## src/rtl/bus_map_pkg.sv

```systemverilog
// Address map of the core's data bus: region bounds (inclusive byte
// addresses) and the slave-select encoding shared by decoder and top.
package bus_map_pkg;

    typedef enum logic [2:0] {
        SEL_NONE,
        SEL_RAM,
        SEL_SW,
        SEL_LEDS,
        SEL_7SEG,
        SEL_UA,
        SEL_UB,
        SEL_UC
    } bus_sel_e;

    // Every region is word-aligned, so comparing the full byte address
    // against inclusive bounds ignores addr[1:0] for free.
    localparam logic [31:0] RAM_BASE    = 32'h0000_1000;
    localparam logic [31:0] RAM_LIMIT   = 32'h0000_13FF;
    localparam logic [31:0] SW_BASE     = 32'h0000_2000;
    localparam logic [31:0] SW_LIMIT    = 32'h0000_2003;
    localparam logic [31:0] LEDS_BASE   = 32'h0000_2004;
    localparam logic [31:0] LEDS_LIMIT  = 32'h0000_2007;
    localparam logic [31:0] SEG_BASE    = 32'h0000_2008;
    localparam logic [31:0] SEG_LIMIT   = 32'h0000_200B;
    localparam logic [31:0] UA_BASE     = 32'h0000_2010;
    localparam logic [31:0] UA_LIMIT    = 32'h0000_201F;
    localparam logic [31:0] UB_BASE     = 32'h0000_2020;
    localparam logic [31:0] UB_LIMIT    = 32'h0000_202F;
    localparam logic [31:0] UC_BASE     = 32'h0000_2030;
    localparam logic [31:0] UC_LIMIT    = 32'h0000_203F;

    function automatic logic in_region(input logic [31:0] addr,
                                       input logic [31:0] base,
                                       input logic [31:0] limit);
        return (addr >= base) && (addr <= limit);
    endfunction

endpackage

```

## src/rtl/bus_addr_decoder.sv

```systemverilog
// Combinational address decoder: byte address to slave select.
// Anything outside the map (including nonzero addr[31:16]) selects SEL_NONE.
module bus_addr_decoder
    import bus_map_pkg::*;
(
    input  logic [31:0] addr_i,
    output bus_sel_e    sel_o
);

    always_comb begin
        sel_o = SEL_NONE;
        if (in_region(addr_i, RAM_BASE, RAM_LIMIT))        sel_o = SEL_RAM;
        else if (in_region(addr_i, SW_BASE, SW_LIMIT))     sel_o = SEL_SW;
        else if (in_region(addr_i, LEDS_BASE, LEDS_LIMIT)) sel_o = SEL_LEDS;
        else if (in_region(addr_i, SEG_BASE, SEG_LIMIT))   sel_o = SEL_7SEG;
        else if (in_region(addr_i, UA_BASE, UA_LIMIT))     sel_o = SEL_UA;
        else if (in_region(addr_i, UB_BASE, UB_LIMIT))     sel_o = SEL_UB;
        else if (in_region(addr_i, UC_BASE, UC_LIMIT))     sel_o = SEL_UC;
    end

endmodule

```

## src/rtl/conductor_de_bus.sv

```systemverilog
// Data-bus conductor: same-cycle store-strobe routing to one slave, and a
// read mux steered by the select registered on the previous clock.
module conductor_de_bus
    import bus_map_pkg::*;
(
    input  logic        clk_i,
    input  logic        rst_n_i,
    input  logic        we_i,
    input  logic [31:0] addr_i,
    input  logic [31:0] do_ram_i,
    input  logic [31:0] do_switches_i,
    input  logic [31:0] do_uart_a_i,
    input  logic [31:0] do_uart_b_i,
    input  logic [31:0] do_uart_c_i,
    output logic        we_ram_o,
    output logic        we_leds_o,
    output logic        we_7seg_o,
    output logic        we_uart_a_o,
    output logic        we_uart_b_o,
    output logic        we_uart_c_o,
    output logic [31:0] d_out_o
);

    bus_sel_e sel_d;
    bus_sel_e sel_q;
    logic     wr_ok;

    bus_addr_decoder u_decoder (
        .addr_i (addr_i),
        .sel_o  (sel_d)
    );

    // Reset gates the strobe combinationally so a store in flight is killed.
    assign wr_ok       = we_i & rst_n_i;
    assign we_ram_o    = wr_ok & (sel_d == SEL_RAM);
    assign we_leds_o   = wr_ok & (sel_d == SEL_LEDS);
    assign we_7seg_o   = wr_ok & (sel_d == SEL_7SEG);
    assign we_uart_a_o = wr_ok & (sel_d == SEL_UA);
    assign we_uart_b_o = wr_ok & (sel_d == SEL_UB);
    assign we_uart_c_o = wr_ok & (sel_d == SEL_UC);

    always_ff @(posedge clk_i) begin
        if (!rst_n_i) sel_q <= SEL_NONE;
        else          sel_q <= sel_d;
    end

    // Slaves answer one cycle after the address, hence the registered select.
    always_comb begin
        d_out_o = 32'h0;
        case (sel_q)
            SEL_RAM: d_out_o = do_ram_i;
            SEL_SW:  d_out_o = do_switches_i;
            SEL_UA:  d_out_o = do_uart_a_i;
            SEL_UB:  d_out_o = do_uart_b_i;
            SEL_UC:  d_out_o = do_uart_c_i;
            default: d_out_o = 32'h0;
        endcase
    end

endmodule

```

## config.mk

```make
export PLATFORM = sky130hd
export DESIGN_NAME = conductor_de_bus
export DESIGN_NICKNAME = d
export VERILOG_FILES = /design/src/rtl/bus_map_pkg.sv /design/src/rtl/bus_addr_decoder.sv /design/src/rtl/conductor_de_bus.sv
export SDC_FILE = /design/constraint.sdc
export NUM_CORES = 1
export LEC_CHECK = 0
export CORE_UTILIZATION = 25
export DETAILED_ROUTE_END_ITERATION = 16
export HOLD_SLACK_MARGIN = 0.06
export PLACE_DENSITY = 0.9
export SLEW_MARGIN = 20
export SYNTH_ARGS = -nofsm -noshare
export SYNTH_HDL_FRONTEND = slang
export SYNTH_HIERARCHICAL = 1
export SYNTH_SLANG_ARGS = --single-unit
```

## constraint.sdc

```tcl
create_clock -name clk_i -period 1.45 [get_ports clk_i]
set_input_delay 0.2175 -clock clk_i [delete_from_list [all_inputs] [get_ports clk_i]]
set_output_delay 0.2175 -clock clk_i [all_outputs]
set_load 0.005 [all_outputs]
```

==> results.md, run 1 <==
* Switching power share of the total at 23.0%
* Layout area overhead at 154%
* CTS Buf Count at 3
* Htree depth at 1
* Period utilisation layout at 128%
* WL/cell at 17.4 um
* Syn Inst Count at 227
* Syn Std Cell Area at 0.00201 sq mm
* Logic pwr share at 69.0%
* Flop pwr share at 7.4%
* Leak at 0.00201 uW
* FFs w/ async S/R, synth at 0%
* Fill cells at 577
* Final instance area at 0.00510 sq mm
* Most frequent cells in the layout: clkdlybuf4s50_1 (162), buf_2 (50), buf_6 (34), nand2_2 (33)
* Pint at 807 uW
* Initial antenna violation count at 0
* Syn_nets at 422
* Max cap viols at 0
* CP required at 1230 ps
* Regs by FF count: sel_q: 3 flops
* Failing checks: setup timing
* Pre-CTS WS at -1140 ps
* CTS Buffer Depth at 2
* Initial Util at 26.0%
* Row cnt at 32
* Drt via density at 4.90
* Pre-antenna DRT Iters at 4
* Nets at 700
* Ys flop type: dfxtp_1
* Worst setup SP type: primary input
* Vias in the first global route at 3387
* Maximum vdd drop at 0.000251 V
* Syn Area/Cell at 8.84 sq um
* Root Buffer: clkbuf_8
* CTS tree: built
* Placeable Area at 0.00773 sq mm
* DIE WIDTH at 91.6 um
* Final WS setup at -410 ps
* Distinct cells, synth at 36
* Register bit total from synthesis at 3
* Max reg flops at 3
* Hold Crit Depth at 6
* Hold WC Path Type: in -> reg
* Setup Viol. Count Final at 39
* First-pass GRT wire length at 16200 um
* CP arrival at 1640 ps
* DIE AREA at 0.00839 sq mm
* Post-DP HPWL at 7450 um
* Share of cells above drive strength 1 at 51.4%
* Yosys Warn Count at 6
* DRT iter0 DRCs at 60
* Most flops, register: sel_q
* Final hold vios at 0
* Psw at 242 uW
* ANT cells at 0
* RSZ-0062 raised after global routing: true
* Routability cong. at 0.764
* Post-route ant nets at 0
* Worst slew pin tran at 260 ps
* Clock Sinks at 3
* Multi-input logic area at 0.00207 sq mm
* HP Start: addr_i[11]
* Maximum clock rate at 538 MHz
* Port bufs at 230
* Pin count of the biggest net entering global routing at 25
* Die Height at 91.6 um
* Max-slew headroom at 82.2%
* EDFF count, synth at 0
* Seq/Total Area, Yosys at 2.99%
* DRC Markers at 0
* Placed inst area at 0.00443 sq mm
* Io pins at 233
* Max Slew Vio Count at 0
* Tmin final at 1860 ps
* Worst-path clk slew at 30 ps
* FF/Latch Area at 71.3 sq um
* Commonest non-fill, non-tap cell in the layout: clkdlybuf4s50_1
* Vias at 2972
* CP Capture Type: primary output
* Grt ovf at 0
* Total power at 1050 uW
* Status: complete, but fails checks
* Worst Hold End: sel_q[2]
* Power Density at 205 mW/mm^2
* WS Path Type: in -> out
* CP Max Fanout at 4
* Clock power share at 23.7%
* Overall routing resource usage at 24.2%
* Final wirelength at 10500 um
[power by group through the flow]
stage          registers [uW]  clock network [uW]  logic [uW]
6_report                 77.5                 248         723
5_1_grt                  77.4                 260         761
4_1_cts                  77.5                 247         703
3_5_place_dp             84.2                   0         650
3_3_place_gp             84.2                   0         632
2_1_floorplan            84.2                   0        93.0
[cell type report]
cell class                      instances  share of cell area, %
Multi-Input combinational cell        200                   40.5
Clock buffer                            4                  0.882
Inverter                                1                 0.0735
Sequential cell                         3                   1.40
Timing Repair Buffer                  296                   54.7
Tap cell                              102                   2.50
[timing repair]
action                     in CTS  in global routing
resized for setup             385                 19
cloned                          2                  0
hold buffers                    0                  0
pin swaps                      38                 16
setup endpoints to repair      41                 39
buffers inserted               38                 12
hold endpoints to repair        0                  0
[cells by family (layout without fill, tap and decap cells)]
group / count (synthesis) / count (layout) / synth area share [%]
simple gates: 96 / 96 / 22.8
mux: 63 / 63 / 33.4
compound gates: 41 / 41 / 26.9
buf+inv: 24 / 301 / 13.8
flops: 3 / 3 / 2.99
[metal layers]
metal  share of wire [%]  vias up  routed length, um  global-route usage, %
met5                   0        -                  0                      0
met4                 1.9        0                199                   5.16
met3                 5.7       20                604                   3.77
met2                  57      131               6030                   51.5
met1                  35     1411               3700                   23.8
li1                    -     1410                  -                      -
[cell usage after synthesis (all sizes together) (2+ instances only)]
master  instances  area, sq um
dfxtp           3         60.1
mux2i          31          310
mux2           32          360
buf            12          136
nor3            2         15.0
nand2b          2         12.5
nor3b           4         30.0
o221ai         31          465
a211oi          2         15.0
nor2            6         22.5
nor2b           2         12.5
clkbuf         10          125
and2            3         18.8
nor4            6         65.1
nand3           2         10.0
nand2          66          250
[worst max-delay path, stage by stage]
cell,delay [ps]
clkdlybuf4s15_1,200
nand2b_1,160
a21bo_2,230
nor3_4,200
and3_4,220
buf_6,90
nor3b_4,180
buf_2,140
[worst max-delay path by stage]
| stage | startpoint | end | slack (ps) | depth (start not counted) |
|---|---|---|---|---|
| 2_1_floorplan | addr_i[10] | we_leds_o | 0.8 | 5 |
| 3_3_place_gp | addr_i[7] | we_7seg_o | -1080 | 7 |
| 3_5_place_dp | addr_i[10] | we_7seg_o | -1140 | 7 |
| 4_1_cts | addr_i[15] | we_7seg_o | -400 | 8 |
| 5_1_grt | addr_i[11] | we_7seg_o | -510 | 8 |
| 6_report | addr_i[2] | we_7seg_o | -410 | 8 |
[metrics by stage]
step / setup TNS, ps / hold slack, ps / std cells / util, %
3_3_place_gp: -17520 / 955 / 560 / 57.4
5_1_grt: -11230 / 608 / 606 / 66.1
4_1_cts: -9180 / 555 / 602 / 64.9
2_1_floorplan: 0 / 339 / 227 / -
3_5_place_dp: -18070 / 975 / 560 / 57.4
6_report: -8850 / 586 / 606 / 66.1
No activity file was read; power rests on OpenSTA's default activity.
==> run 2, diff against run 1 <==
--- a/config.mk
+++ b/config.mk
@@ -7,7 +7,6 @@
 export LEC_CHECK = 0
 export CORE_UTILIZATION = 25
 export DETAILED_ROUTE_END_ITERATION = 16
-export HOLD_SLACK_MARGIN = 0.06
 export PLACE_DENSITY = 0.9
 export SLEW_MARGIN = 20
 export SYNTH_ARGS = -nofsm -noshare
==> results of run 2 <==
No change in the layout: final DEF, timing and power equal those of run 1.
